==> src/rtl/spi_pkg.sv <==
// Shared types and constants for the SPI codeword receive path.
package spi_pkg;

  localparam int unsigned CW_WIDTH  = 7;
  localparam int unsigned BIT_CNT_W = 3;

  typedef logic [CW_WIDTH-1:0] cw_t;

  typedef enum logic [1:0] {
    WAIT_IDLE = 2'd0,
    IDLE      = 2'd1,
    SHIFT     = 2'd2
  } rx_state_e;

endpackage

==> src/rtl/spi_codeword_rx_sync_fifo.sv <==
// Show-ahead FIFO with registered head output, full flag and synchronous flush.
module sync_fifo #(
  parameter int unsigned WIDTH = 7,
  parameter int unsigned DEPTH = 4
) (
  input  logic             clk,
  input  logic             flush_n,
  input  logic             push,
  input  logic [WIDTH-1:0] din,
  input  logic             pop,
  output logic [WIDTH-1:0] dout,
  output logic             valid,
  output logic             full
);

  localparam int unsigned PTR_W = $clog2(DEPTH);
  localparam int unsigned CNT_W = $clog2(DEPTH + 1);

  logic [WIDTH-1:0] mem [DEPTH];
  logic [PTR_W-1:0] wr_ptr;
  logic [PTR_W-1:0] rd_ptr;
  logic [PTR_W-1:0] rd_ptr_nxt_c;
  logic [CNT_W-1:0] count;
  logic [CNT_W-1:0] remain_c;
  logic [CNT_W-1:0] count_nxt_c;
  logic             pop_c;
  logic             push_c;

  // Accept a push when there is room, or when a pop frees a slot this cycle.
  always_comb begin
    pop_c        = pop & valid;
    push_c       = push & (~full | pop_c);
    remain_c     = count - CNT_W'(pop_c);
    count_nxt_c  = remain_c + CNT_W'(push_c);
    rd_ptr_nxt_c = rd_ptr + PTR_W'(pop_c);
  end

  // Storage array, written without reset.
  always_ff @(posedge clk) begin
    if (push_c) begin
      mem[wr_ptr] <= din;
    end
  end

  // Pointers, occupancy and the registered head word.
  always_ff @(posedge clk) begin
    if (!flush_n) begin
      wr_ptr <= '0;
      rd_ptr <= '0;
      count  <= '0;
      valid  <= 1'b0;
      full   <= 1'b0;
      dout   <= '0;
    end else begin
      wr_ptr <= wr_ptr + PTR_W'(push_c);
      rd_ptr <= rd_ptr_nxt_c;
      count  <= count_nxt_c;
      valid  <= (count_nxt_c != '0);
      full   <= (count_nxt_c == CNT_W'(DEPTH));
      if (remain_c == '0) begin
        if (push_c) begin
          dout <= din;
        end
      end else begin
        dout <= mem[rd_ptr_nxt_c];
      end
    end
  end

endmodule

==> src/rtl/spi_codeword_rx.sv <==
// SPI mode-0 slave receiver: oversamples pins, deserialises 7-bit codewords,
// queues them and hands them downstream over valid/ready.
// Build option SPI_RX_LSB_FIRST_EN: shift bits in LSB-first instead of MSB-first.
module spi_codeword_rx
  import spi_pkg::*;
#(
  parameter int unsigned FIFO_DEPTH  = 4,
  parameter int unsigned SYNC_STAGES = 2
) (
  input  logic                clk,
  input  logic                rst_n,
  input  logic                spi_sclk,
  input  logic                spi_cs_n,
  input  logic                spi_mosi,
  output logic [CW_WIDTH-1:0] cw_data,
  output logic                cw_valid,
  input  logic                cw_ready,
  output logic                overrun,
  output logic                frame_err
);

  logic [SYNC_STAGES-1:0] sclk_sync;
  logic [SYNC_STAGES-1:0] cs_sync;
  logic [SYNC_STAGES-1:0] mosi_sync;
  logic                   sclk_s;
  logic                   cs_s;
  logic                   mosi_s;

  logic                   sclk_d;
  logic                   cs_d;
  logic                   sclk_rise;
  logic                   cs_fall;
  logic                   cs_rise;
  logic                   mosi_q;

  rx_state_e              state_q;
  rx_state_e              state_nxt_c;
  cw_t                    sr_q;
  cw_t                    sr_nxt_c;
  cw_t                    shifted_c;
  logic [BIT_CNT_W-1:0]   bit_cnt_q;
  logic [BIT_CNT_W-1:0]   cnt_nxt_c;
  logic                   push_c;
  logic                   frame_err_c;
  logic                   push_q;
  cw_t                    push_word_q;
  logic                   fifo_full;

  // Input synchronisers; cs_n resets low so a frame in progress is not mistaken for idle.
  always_ff @(posedge clk) begin
    if (!rst_n) begin
      sclk_sync <= '0;
      cs_sync   <= '0;
      mosi_sync <= '0;
    end else begin
      sclk_sync <= {sclk_sync[SYNC_STAGES-2:0], spi_sclk};
      cs_sync   <= {cs_sync[SYNC_STAGES-2:0], spi_cs_n};
      mosi_sync <= {mosi_sync[SYNC_STAGES-2:0], spi_mosi};
    end
  end

  assign sclk_s = sclk_sync[SYNC_STAGES-1];
  assign cs_s   = cs_sync[SYNC_STAGES-1];
  assign mosi_s = mosi_sync[SYNC_STAGES-1];

  // Registered edge detection; sclk edges are only honoured while cs_n is low.
  always_ff @(posedge clk) begin
    if (!rst_n) begin
      sclk_d    <= 1'b0;
      cs_d      <= 1'b0;
      sclk_rise <= 1'b0;
      cs_fall   <= 1'b0;
      cs_rise   <= 1'b0;
      mosi_q    <= 1'b0;
    end else begin
      sclk_d    <= sclk_s;
      cs_d      <= cs_s;
      sclk_rise <= sclk_s & ~sclk_d & ~cs_s;
      cs_fall   <= ~cs_s & cs_d;
      cs_rise   <= cs_s & ~cs_d;
      mosi_q    <= mosi_s;
    end
  end

  // Receiver state register.
  always_ff @(posedge clk) begin
    if (!rst_n) begin
      state_q <= WAIT_IDLE;
    end else begin
      state_q <= state_nxt_c;
    end
  end

  // Next-state: wait out any interrupted frame, then track cs_n framing.
  always_comb begin
    state_nxt_c = state_q;
    case (state_q)
      WAIT_IDLE: if (cs_d)    state_nxt_c = IDLE;
      IDLE:      if (cs_fall) state_nxt_c = SHIFT;
      SHIFT:     if (cs_rise) state_nxt_c = IDLE;
      default:                state_nxt_c = WAIT_IDLE;
    endcase
  end

  // Datapath decisions: shift, push on the seventh bit, flag short frames.
  always_comb begin
`ifdef SPI_RX_LSB_FIRST_EN
    shifted_c = {mosi_q, sr_q[CW_WIDTH-1:1]};
`else
    shifted_c = {sr_q[CW_WIDTH-2:0], mosi_q};
`endif
    sr_nxt_c    = sr_q;
    cnt_nxt_c   = bit_cnt_q;
    push_c      = 1'b0;
    frame_err_c = 1'b0;
    case (state_q)
      SHIFT: begin
        if (cs_rise) begin
          frame_err_c = (bit_cnt_q != '0);
          cnt_nxt_c   = '0;
        end else if (sclk_rise) begin
          sr_nxt_c = shifted_c;
          if (bit_cnt_q == BIT_CNT_W'(CW_WIDTH - 1)) begin
            push_c    = 1'b1;
            cnt_nxt_c = '0;
          end else begin
            cnt_nxt_c = bit_cnt_q + BIT_CNT_W'(1);
          end
        end
      end
      default: cnt_nxt_c = '0;
    endcase
  end

  // Datapath registers and the completed-word strobe toward the FIFO.
  always_ff @(posedge clk) begin
    if (!rst_n) begin
      sr_q        <= '0;
      bit_cnt_q   <= '0;
      push_q      <= 1'b0;
      push_word_q <= '0;
      frame_err   <= 1'b0;
    end else begin
      sr_q        <= sr_nxt_c;
      bit_cnt_q   <= cnt_nxt_c;
      push_q      <= push_c;
      push_word_q <= shifted_c;
      frame_err   <= frame_err_c;
    end
  end

  // Overrun: a push arrives while full and no pop frees a slot.
  always_ff @(posedge clk) begin
    if (!rst_n) begin
      overrun <= 1'b0;
    end else begin
      overrun <= push_q & fifo_full & ~(cw_valid & cw_ready);
    end
  end

  sync_fifo #(
    .WIDTH (CW_WIDTH),
    .DEPTH (FIFO_DEPTH)
  ) u_fifo (
    .clk     (clk),
    .flush_n (rst_n),
    .push    (push_q),
    .din     (push_word_q),
    .pop     (cw_ready),
    .dout    (cw_data),
    .valid   (cw_valid),
    .full    (fifo_full)
  );

endmodule

==> config.mk <==
export PLATFORM = sky130hd
export DESIGN_NAME = spi_codeword_rx
export DESIGN_NICKNAME = d
export VERILOG_FILES = /design/src/rtl/spi_pkg.sv /design/src/rtl/spi_codeword_rx_sync_fifo.sv /design/src/rtl/spi_codeword_rx.sv
export SDC_FILE = /design/constraint.sdc
export NUM_CORES = 1
export LEC_CHECK = 0
export BUFFER_PORTS_ARGS = -buffer_cell sky130_fd_sc_hd__clkbuf_2
export CORE_ASPECT_RATIO = 0.8
export CORE_MARGIN = 1.5
export CORE_UTILIZATION = 40
export CTS_BUF_LIST = sky130_fd_sc_hd__clkbuf_8 sky130_fd_sc_hd__clkbuf_16
export CTS_CLUSTER_SIZE = 14
export DETAILED_ROUTE_END_ITERATION = 6
export PLACE_DENSITY_LB_ADDON = 0.25
export REMOVE_ABC_BUFFERS = 1
export SLEW_MARGIN = 15
export SYNTH_ARGS = -nofsm -noshare
export SYNTH_HDL_FRONTEND = slang
export SYNTH_SLANG_ARGS = --single-unit
export TNS_END_PERCENT = 1
==> constraint.sdc <==
create_clock -name clk -period 2.9 [get_ports clk]
set_clock_uncertainty 0.2 [all_clocks]
set_input_delay 0.145 -clock clk [delete_from_list [all_inputs] [get_ports clk]]
set_output_delay 0.145 -clock clk [all_outputs]
set_load 0.01 [all_outputs]
==> impl_metrics.ini, run 1 <==
[outcome]
violations_in_the_final_reports = DRC
run_status = finished, violations left

[final_layout]
area_growth_syn_to_layout_pct = 12.7
final_net_count = 288
fillerInstances = 681
post_layout_nonfiller_instances = 370
layout-drive-gt1-share = 0.166
antenna_cells_inserted = 0

[yosys]
synth_cells = 254
yosysSeqAreaShare = 0.623
synth.largest_area_cell = sky130_fd_sc_hd__dfxtp_1
mappedNetlistArea_mm2 = 0.00292
synth.area.top_cells = sky130_fd_sc_hd__dfxtp_1 (34%), sky130_fd_sc_hd__edfxtp_1 (29%), sky130_fd_sc_hd__nand2_1 (5.3%)
synth-edff-count = 28
synth_warnings = 0
synth_async_reset_ratio = 0
postSynth.topFlopCell = sky130_fd_sc_hd__dfxtp_1
syn_area_per_cell_um2 = 11.5
post_synth_num_cell_types = 39
synth.ff_latch_count = 77
yosysTopAreaCellShare = 0.335

[power_and_ir_drop]
power.combinational.fraction = 0.208
ir_drop_mv = 0.299
net-switching-power_uw = 687
p_per_area_mw_per_mm2 = 745
power.share.sequential = 0.499
sw_frac_of_total = 0.280
internal_power_mw = 1.77
lkg_pwr_nw = 1.25
power_frac_clock = 0.293

[hold_path]
whs_path_depth = 3
holdPathEnd = overrun
worst_hold_path_startpoint = cw_ready
worstHoldPathType = primary input to register

[die]
core_region_area_mm2 = 0.00699
initial_utilization = 0.418
area_of_the_die_mm2 = 0.00784
placement_rows = 27
dieHeight_um = 79.5
io_pins = 16
die_x_um = 98.6

[global_route]
grtUsageMet2 = 0.208
global_route.peak_usage_layer = met2
gr-usage-all-layers = 0.141
global_route_wire_length_before_repair_mm = 8.20
initial_antenna_violation_count = 0
total_grt_overflow = 0
groute.layer.met1.usage = 0.183
global_route.usage.met3 = 0.0604
grt_start_max_net_pins = 42
first_global_vias = 1664

[routing]
average_wire_per_standard_cell_um = 13.6
iteration_0_drc_markers = 78
routed_via_density = 4.87
postRouteWirelength_mm = 5.04
detail_route.first_pass.iterations = 6
route.antenna.remaining_nets = 0
num_vias = 1803
drc_errors = 2

[worst_setup_path]
worstPathCellList = and2_1 -> ha_1 -> ha_1 -> xnor2_2 -> a31oi_1 -> nand3_1 -> and4_1
regToRegSetupSlack_ns = 0.58
critPathMostFrequentCell = sky130_fd_sc_hd__ha_1
required_ns = 2.94
rr_endpoint = u_fifo.dout[2]
crit-reg2reg-launch = u_fifo.valid
worst-r2r-cell-count = 7
endpoint_kind = register
cp_max_fo = 7
max_stage_delay_ns = 0.55
startpoint_type_of_the_worst_setup_path = register
worst-endpoint-arrival_ns = 2.36
crit_type = register to register
cpMaxStageDelayCell = sky130_fd_sc_hd__a31oi_1

[timing]
setup-violations-final = 0
setup_total_negative_slack_ns = 0
min_period_ns = 2.32
timing_worst_slew_pin_value_ns = 0.745
timing.final.ws_setup_ns = 0.580
finalMaxSlewViolations = 0
worst_slew_margin_rel = 0.503
maxClockFrequency_mhz = 431
final_hold_vio_count = 0
rsz0062_at_grt = false
final_min_period_over_clock_period = 0.800

[placed_design]
detailedPlace.worstSlack_ns = 0.576
portBuffers = 15
routability_congestion_estimate = 0.748
dp.cells = 350
dp_hpwl_mm = 3.26

[clocking]
post_cts.resized_instances = 0
cts-buffers-inserted = 9
tritoncts_num_sinks = 77
clk_path_buf_depth = 2
clk_pin_slew_worst_paths_ns = 0.07
post_cts_buffers = 0
tritoncts = built
cts-hold-fix-buffers = 4
cts.root.buffer_cell = sky130_fd_sc_hd__clkbuf_8
htree_levels = 3
insertion_delay_ns = 0.35

[run]
drv.max_cap_violation_count = 0
==> metrics by stage <==
step | area [um2] | power [mW] | utilization | hold slack (ns)
6_report | 3300 | 2.46 | 0.471 | 0.0512
5_1_grt | 3300 | 2.60 | 0.471 | 0.0479
4_1_cts | 3300 | 2.49 | 0.471 | 0.0429
3_5_place_dp | 3080 | 1.77 | 0.440 | 0.156
3_3_place_gp | 3080 | 1.75 | 0.440 | 0.154
2_1_floorplan | 2860 | 1.60 | - | 0.0628
==> state kept, by name, summed over array words and instances (netlist names), 2 cells and up <==
signal / count
state_q: 2
u_fifo.mem: 28
u_fifo.count: 3
bit_cnt_q: 3
u_fifo.wr_ptr: 2
sclk_sync: 2
cs_sync: 2
mosi_sync: 2
u_fifo.dout: 7
sr_q: 6
push_word_q: 7
u_fifo.rd_ptr: 2
==> power groups by stage <==
| stage | registers, mW | clock network [mW] | logic (mW) |
|---|---|---|---|
| finish | 1.23 | 0.719 | 0.512 |
| global route | 1.23 | 0.797 | 0.568 |
| CTS | 1.23 | 0.745 | 0.520 |
| detailed placement | 1.25 | 0 | 0.517 |
| global placement | 1.25 | 0 | 0.503 |
| floorplan | 1.26 | 0 | 0.340 |
==> worst max-delay path by stage <==
stage,to,startpoint,cells after the start,slack [ns]
final,u_fifo.dout[2],u_fifo.valid,7,0.58
after global routing,u_fifo.dout[5],u_fifo.valid,7,0.44
after CTS,u_fifo.dout[2],u_fifo.valid,7,0.56
after detailed placement,u_fifo.dout[6],u_fifo.valid,7,0.58
after global placement,u_fifo.dout[0],u_fifo.valid,7,0.63
after floorplan,u_fifo.dout[0],u_fifo.valid,7,0.76
==> metal layers <==
metal	wire, um	vias up
met2	2260	27
li1	-	923
met5	0	-
met3	209	5
met4	68	0
met1	2500	848
==> layout make-up <==
class	count	area (um2)	share of cell area
Inverter	5	18.8	0.00569
Timing Repair Buffer	24	153	0.0463
Clock buffer	11	151	0.0459
Sequential cell	77	1820	0.553
Multi-Input combinational cell	161	1020	0.309
Clock inverter	5	25.0	0.00759
Tap cell	87	109	0.0330
==> cells in the final DEF (no fill, tap or decap) <==
master	count
sky130_fd_sc_hd__a211o_1	4
sky130_fd_sc_hd__a31oi_1	1
sky130_fd_sc_hd__nand2b_4	1
sky130_fd_sc_hd__and3_1	1
sky130_fd_sc_hd__dfxtp_1	49
sky130_fd_sc_hd__and2_1	24
sky130_fd_sc_hd__xor2_1	1
sky130_fd_sc_hd__a21oi_1	3
sky130_fd_sc_hd__mux2i_1	7
sky130_fd_sc_hd__mux2_2	1
sky130_fd_sc_hd__or2_2	1
sky130_fd_sc_hd__nor3b_1	3
sky130_fd_sc_hd__xor2_2	1
sky130_fd_sc_hd__clkbuf_8	11
sky130_fd_sc_hd__and4_1	7
sky130_fd_sc_hd__or3b_2	1
sky130_fd_sc_hd__inv_1	6
sky130_fd_sc_hd__xnor2_2	1
sky130_fd_sc_hd__clkinv_2	3
sky130_fd_sc_hd__buf_4	5
sky130_fd_sc_hd__nor4bb_1	1
sky130_fd_sc_hd__nand3_1	7
sky130_fd_sc_hd__nor2_1	16
sky130_fd_sc_hd__a211o_2	4
sky130_fd_sc_hd__edfxtp_1	28
sky130_fd_sc_hd__nor2b_1	8
sky130_fd_sc_hd__inv_4	1
sky130_fd_sc_hd__a21boi_0	1
sky130_fd_sc_hd__nor3_1	3
sky130_fd_sc_hd__a21boi_4	1
sky130_fd_sc_hd__nand3_2	1
sky130_fd_sc_hd__nand4_1	8
sky130_fd_sc_hd__nor4_1	1
sky130_fd_sc_hd__clkbuf_2	15
sky130_fd_sc_hd__dlygate4sd3_1	4
sky130_fd_sc_hd__o21ai_0	1
sky130_fd_sc_hd__nand3b_1	3
sky130_fd_sc_hd__nand2_1	41
sky130_fd_sc_hd__xnor2_1	4
sky130_fd_sc_hd__ha_1	4
==> critical path, delay by kind of cell, from the launching register on <==
| family | cells | cell delay, ns |
|---|---|---|
| simple gates | 3 | 0.57 |
| compound gates | 1 | 0.55 |
| fa+ha+maj | 2 | 0.39 |
| flops | 1 | 0.34 |
| xor+xnor | 1 | 0.17 |
==> Yosys cell counts, types with 2 or more instances <==
cell and count:
sky130_fd_sc_hd__buf_4 2, sky130_fd_sc_hd__a211o_1 4, sky130_fd_sc_hd__nand3b_1 3, sky130_fd_sc_hd__nand4_1 8, sky130_fd_sc_hd__edfxtp_1 28, sky130_fd_sc_hd__nor2b_1 8, sky130_fd_sc_hd__buf_6 2, sky130_fd_sc_hd__buf_2 2
sky130_fd_sc_hd__a211o_2 4, sky130_fd_sc_hd__nor2_1 16, sky130_fd_sc_hd__nand3_1 7, sky130_fd_sc_hd__inv_1 5, sky130_fd_sc_hd__and4_1 7, sky130_fd_sc_hd__mux2i_1 7, sky130_fd_sc_hd__nor3_1 3, sky130_fd_sc_hd__dfxtp_1 49
sky130_fd_sc_hd__nand2_1 41, sky130_fd_sc_hd__clkbuf_1 4, sky130_fd_sc_hd__ha_1 4, sky130_fd_sc_hd__a21oi_1 3, sky130_fd_sc_hd__xnor2_1 4, sky130_fd_sc_hd__nor3b_1 3, sky130_fd_sc_hd__and2_1 24
==> cell families (layout without fill, tap and decap cells) <==
logic type	Yosys count	in the layout	share of synthesized area
adders and majority gates	4	4	0.0171
muxes	8	8	0.0278
xor gates and xnor gates	7	7	0.0261
AOI/OAI and AO/OA	15	15	0.0436
and+or+nand+nor	127	127	0.233
buffers and inverters	16	45	0.0291
DFF	77	77	0.623
(Power assumes the default switching activity.)
==> run 2: changes to the inputs <==
clock period = 2.2 ns   (was 2.9 ns; I/O delays follow)
==> impl_metrics.ini, run 2 (same netlist as run 1, synthesis figures left out) <==
[hold_path]
worst_hold_path_startpoint = cw_ready
holdPathEnd = overrun
whs_path_depth = 4
worstHoldPathType = primary input to register

[global_route]
gr-usage-all-layers = 0.147
total_grt_overflow = 0
initial_antenna_violation_count = 0
grt_start_max_net_pins = 42
first_global_vias = 1723
global_route_wire_length_before_repair_mm = 8.61

[timing]
final_min_period_over_clock_period = 0.954
maxClockFrequency_mhz = 476
worst_slew_margin_rel = 0.335
min_period_ns = 2.10
setup_total_negative_slack_ns = 0
timing_worst_slew_pin_value_ns = 0.989
setup-violations-final = 0
fin_hold_ws_ns = 0.142
rsz0062_at_grt = true
final_hold_vio_count = 0
finalMaxSlewViolations = 0

[placed_design]
routability_congestion_estimate = 0.734
portBuffers = 15
dp_hpwl_mm = 3.36
placed_area_mm2 = 0.00315
dp.cells = 360

[routing]
postRouteWirelength_mm = 5.19
detail_route.first_pass.iterations = 7
average_wire_per_standard_cell_um = 13.7
route.antenna.remaining_nets = 0
routed_via_density = 4.88
num_vias = 1853
iteration_0_drc_markers = 90
drc_errors = 2

[final_layout]
most_used_cells_in_the_layout_excluding_fill_and_tap_cells = sky130_fd_sc_hd__dfxtp_1 (49), sky130_fd_sc_hd__nand2_1 (41), sky130_fd_sc_hd__edfxtp_1 (28)
layout-drive-gt1-share = 0.201
area_growth_syn_to_layout_pct = 16.5
biggestRegsByFlops = u_fifo.mem: 28 flops, push_word_q: 7 flops, u_fifo.dout: 7 flops
area_of_the_multi_input_gates_mm2 = 0.00106
layout_commonest_cell = sky130_fd_sc_hd__dfxtp_1
final_net_count = 298
seqCellArea_mm2 = 0.00182
antenna_cells_inserted = 0
post_layout_nonfiller_instances = 380
largest_register_ffs = 28
largest-register = u_fifo.mem
fillerInstances = 638
final_cell_area_mm2 = 0.00341

[worst_setup_path]
startpoint_type_of_the_worst_setup_path = register
crit_path_start = u_fifo.valid
crit-reg2reg-launch = u_fifo.valid
cp_max_fo = 7
rr_endpoint = u_fifo.dout[2]
required_ns = 2.23
regToRegSetupSlack_ns = 0.10
worst-r2r-cell-count = 9
endpoint_kind = register
worst-endpoint-arrival_ns = 2.13
crit_type = register to register

[die]
die_x_um = 98.6
area_of_the_die_mm2 = 0.00784
io_pins = 16
placement_rows = 27
initial_utilization = 0.418
dieHeight_um = 79.5
core_region_area_mm2 = 0.00699

[clocking]
tritoncts = built
tritoncts_num_sinks = 77
htree_levels = 3
cts-buffers-inserted = 9
cts.root.buffer_cell = sky130_fd_sc_hd__clkbuf_8
insertion_delay_ns = 0.34
clk_pin_slew_worst_paths_ns = 0.07
clk_path_buf_depth = 2

[power_and_ir_drop]
lkg_pwr_nw = 1.31
p_per_area_mw_per_mm2 = 1000
ir_drop_mv = 0.429

[run]
drv.max_cap_violation_count = 0

[outcome]
run_status = finished, violations left
violations_in_the_final_reports = DRC
[run 2: area by class of cell]
cell class                      count  area share
Sequential cell                    77       0.535
Clock inverter                      6     0.00882
Inverter                            5     0.00551
Clock buffer                       10      0.0404
Multi-Input combinational cell    161       0.310
Timing Repair Buffer               34      0.0680
Tap cell                           87      0.0320
[run 2: what timing repair did]
item	CTS	global route
resized for setup	0	7
hold endpoints to repair	6	0
setup endpoints to repair	0	7
hold buffers	4	0
buffers inserted	0	0
[run 2: how the worst max path moves through the flow]
| stage | to | slack (ns) |
|---|---|---|
| 2_1_floorplan | u_fifo.dout[0] | 0.06 |
| 3_3_place_gp | u_fifo.dout[6] | 0.07 |
| 3_5_place_dp | u_fifo.dout[6] | 0.03 |
| 4_1_cts | u_fifo.dout[1] | 0.006 |
| 5_1_grt | u_fifo.dout[2] | 0.0008 |
| 6_report | u_fifo.dout[2] | 0.10 |
[run 2: metrics by stage]
stage / total power [mW] / worst slack, ns / utilization
after floorplan: 2.12 / 0.0616 / -
after global placement: 2.41 / 0.0695 / 0.451
after detailed placement: 2.43 / 0.0317 / 0.451
after CTS: 3.35 / 0.00620 / 0.481
after global routing: 3.60 / 0.000805 / 0.487
final: 3.41 / 0.101 / 0.487
[run 2: per-layer routing]
layer  part of all wire  track usage  up-vias
li1                   -            -      941
met1               0.53        0.202      864
met2               0.41        0.213       42
met3              0.045       0.0473        6
met4              0.015       0.0600        0
met5                  0            0        -
[run 2: worst max-delay path, cell delays in order (launching register included)]
cell and delay, ns:
sky130_fd_sc_hd__dfxtp_1 0.31, sky130_fd_sc_hd__and2_1 0.15, sky130_fd_sc_hd__ha_1 0.21, sky130_fd_sc_hd__ha_4 0.17
sky130_fd_sc_hd__xnor2_2 0.15, sky130_fd_sc_hd__buf_4 0.16, sky130_fd_sc_hd__a31oi_4 0.19, sky130_fd_sc_hd__buf_6 0.15
sky130_fd_sc_hd__nand3_1 0.10, sky130_fd_sc_hd__and4_1 0.20
[run 2: power by group]
part | leakage, nW | total [mW] | internal [mW] | switching (mW)
clock | 0.0993 | 0.914 | 0.430 | 0.484
sequential | 0.660 | 1.61 | 1.56 | 0.0498
combinational | 0.548 | 0.886 | 0.441 | 0.445
==> run 3: changes to the inputs <==
CORE_UTILIZATION = 55   (was 40)
SETUP_SLACK_MARGIN = 0.15   (was default)
==> impl_metrics.ini, run 3 (same netlist as run 1, synthesis figures left out) <==
[outcome]
run_status = completed

[worst_setup_path]
cp_max_fo = 3
required_ns = 2.25
startpoint_type_of_the_worst_setup_path = register
worst-endpoint-arrival_ns = 2.04
endpoint_kind = register
crit_type = register to register

[final_layout]
largest_register_ffs = 28
largest-register = u_fifo.mem
biggestRegsByFlops = u_fifo.mem: 28 flops, push_word_q: 7 flops, u_fifo.dout: 7 flops
area_growth_syn_to_layout_pct = 16.9
final_cell_area_mm2 = 0.00342
layout_commonest_cell = sky130_fd_sc_hd__dfxtp_1
most_used_cells_in_the_layout_excluding_fill_and_tap_cells = sky130_fd_sc_hd__dfxtp_1 (49), sky130_fd_sc_hd__nand2_1 (41), sky130_fd_sc_hd__edfxtp_1 (28)
antenna_cells_inserted = 0
final_net_count = 296
layout-drive-gt1-share = 0.203

[power_and_ir_drop]
report.power.total_mw = 3.61
p_per_area_mw_per_mm2 = 1060
lkg_pwr_nw = 1.31
ir_drop_mv = 0.811

[die]
area_of_the_die_mm2 = 0.00577
initial_utilization = 0.577
dieHeight_um = 68.2
die_x_um = 84.5
core_region_area_mm2 = 0.00506
placement_rows = 23
io_pins = 16

[routing]
iteration_0_drc_markers = 141
routed_via_density = 5.33
average_wire_per_standard_cell_um = 14.9
drc_errors = 0
detail_route.first_pass.iterations = 4
num_vias = 1882
postRouteWirelength_mm = 5.27
route.antenna.remaining_nets = 0

[timing]
setup-violations-final = 0
fin_hold_ws_ns = 0.120
worst_slew_margin_rel = 0.714
final_hold_vio_count = 0
timing_worst_slew_pin_value_ns = 0.429
finalMaxSlewViolations = 0
maxClockFrequency_mhz = 504
timing.final.ws_setup_ns = 0.215
setup_total_negative_slack_ns = 0
rsz0062_at_grt = false
min_period_ns = 1.99
final_min_period_over_clock_period = 0.902

[global_route]
total_grt_overflow = 0
groute.layer.met1.usage = 0.259
grtUsageMet2 = 0.318
global_route_wire_length_before_repair_mm = 8.57
grt_start_max_net_pins = 26
initial_antenna_violation_count = 0
first_global_vias = 1745
gr-usage-all-layers = 0.203
global_route.peak_usage_layer = met2
global_route.usage.met3 = 0.0869

[clocking]
clk_pin_slew_worst_paths_ns = 0.08
tritoncts_num_sinks = 77
cts-buffers-inserted = 9
insertion_delay_ns = 0.35
cts.root.buffer_cell = sky130_fd_sc_hd__clkbuf_8
clk_path_buf_depth = 2
htree_levels = 3
tritoncts = built

[run]
drv.max_cap_violation_count = 0

[placed_design]
placed_area_mm2 = 0.00310
dp_hpwl_mm = 3.42
portBuffers = 15
routability_congestion_estimate = 0.806
detailedPlace.worstSlack_ns = -0.152

[hold_path]
worstHoldPathType = primary input to register
run 3: cell count changes in the layout (fill, tap and decap cells not counted), moves of 2 or more:
cell,change
sky130_fd_sc_hd__and2_1,-2
sky130_fd_sc_hd__and2_4,+2
sky130_fd_sc_hd__bufinv_16,+2
sky130_fd_sc_hd__clkinv_1,+2
sky130_fd_sc_hd__inv_1,-2
sky130_fd_sc_hd__inv_4,-2
sky130_fd_sc_hd__xnor2_4,+2
run 3: metal layers:
| metal | wire length (um) | part of all wire | vias up |
|---|---|---|---|
| li1 | - | - | 938 |
| met1 | 2500 | 0.47 | 887 |
| met2 | 2390 | 0.45 | 51 |
| met3 | 342 | 0.065 | 6 |
| met4 | 44 | 0.0083 | 0 |
| met5 | 0 | 0 | - |
run 3: final timing paths:
| path | from | to | slack, ns | cells after the start |
|---|---|---|---|---|
| worst min register to register | sclk_d | sclk_rise | 0.21 | 1 |
| worst max-delay path | u_fifo.valid | u_fifo.valid | 0.21 | 8 |
| worst max register to register | u_fifo.valid | u_fifo.valid | 0.21 | 8 |
| worst min-delay path | cw_ready | overrun | 0.12 | 4 |
run 3: cell type report:
| type | count | area, um2 |
|---|---|---|
| clock buffers | 9 | 124 |
| clock inverters | 7 | 88.8 |
| fillers | 394 | 1650 |
| inverters | 5 | 18.8 |
| multi-input cells | 161 | 1070 |
| flip-flops and latches | 77 | 1820 |
| well taps | 62 | 77.6 |
| repair buffers | 32 | 213 |
run 3: critical path: stages (launching register included):
cell and delay (ns):
sky130_fd_sc_hd__dfxtp_1 0.32, sky130_fd_sc_hd__and2_4 0.14, sky130_fd_sc_hd__ha_2 0.18, sky130_fd_sc_hd__ha_4 0.29, sky130_fd_sc_hd__inv_1 0.04, sky130_fd_sc_hd__ha_1 0.18, sky130_fd_sc_hd__xnor2_1 0.12, sky130_fd_sc_hd__and2_4 0.16
sky130_fd_sc_hd__a211o_1 0.25
run 3: what timing repair did:
action / 4_1_cts / 5_1_grt
resized for setup: 4 / 4
setup buffers: 0 / 1
setup endpoints to repair: 8 / 9
endpoints found under the hold margin: 4 / 0
hold buffers: 4 / 0
pin swaps: 1 / 4
run 3: through the flow:
step                      utilization  instances
after detailed placement        0.612        332
final                           0.675        353
after floorplan                     -        243
after global placement          0.612        332
after global routing            0.675        353
after CTS                       0.670        352
run 3: where the power goes:
part           total [mW]  leakage [nW]  internal (mW)  switching (mW)
clock                1.14         0.105          0.632           0.506
combinational       0.847         0.542          0.422           0.425
sequential           1.62         0.660           1.56          0.0610
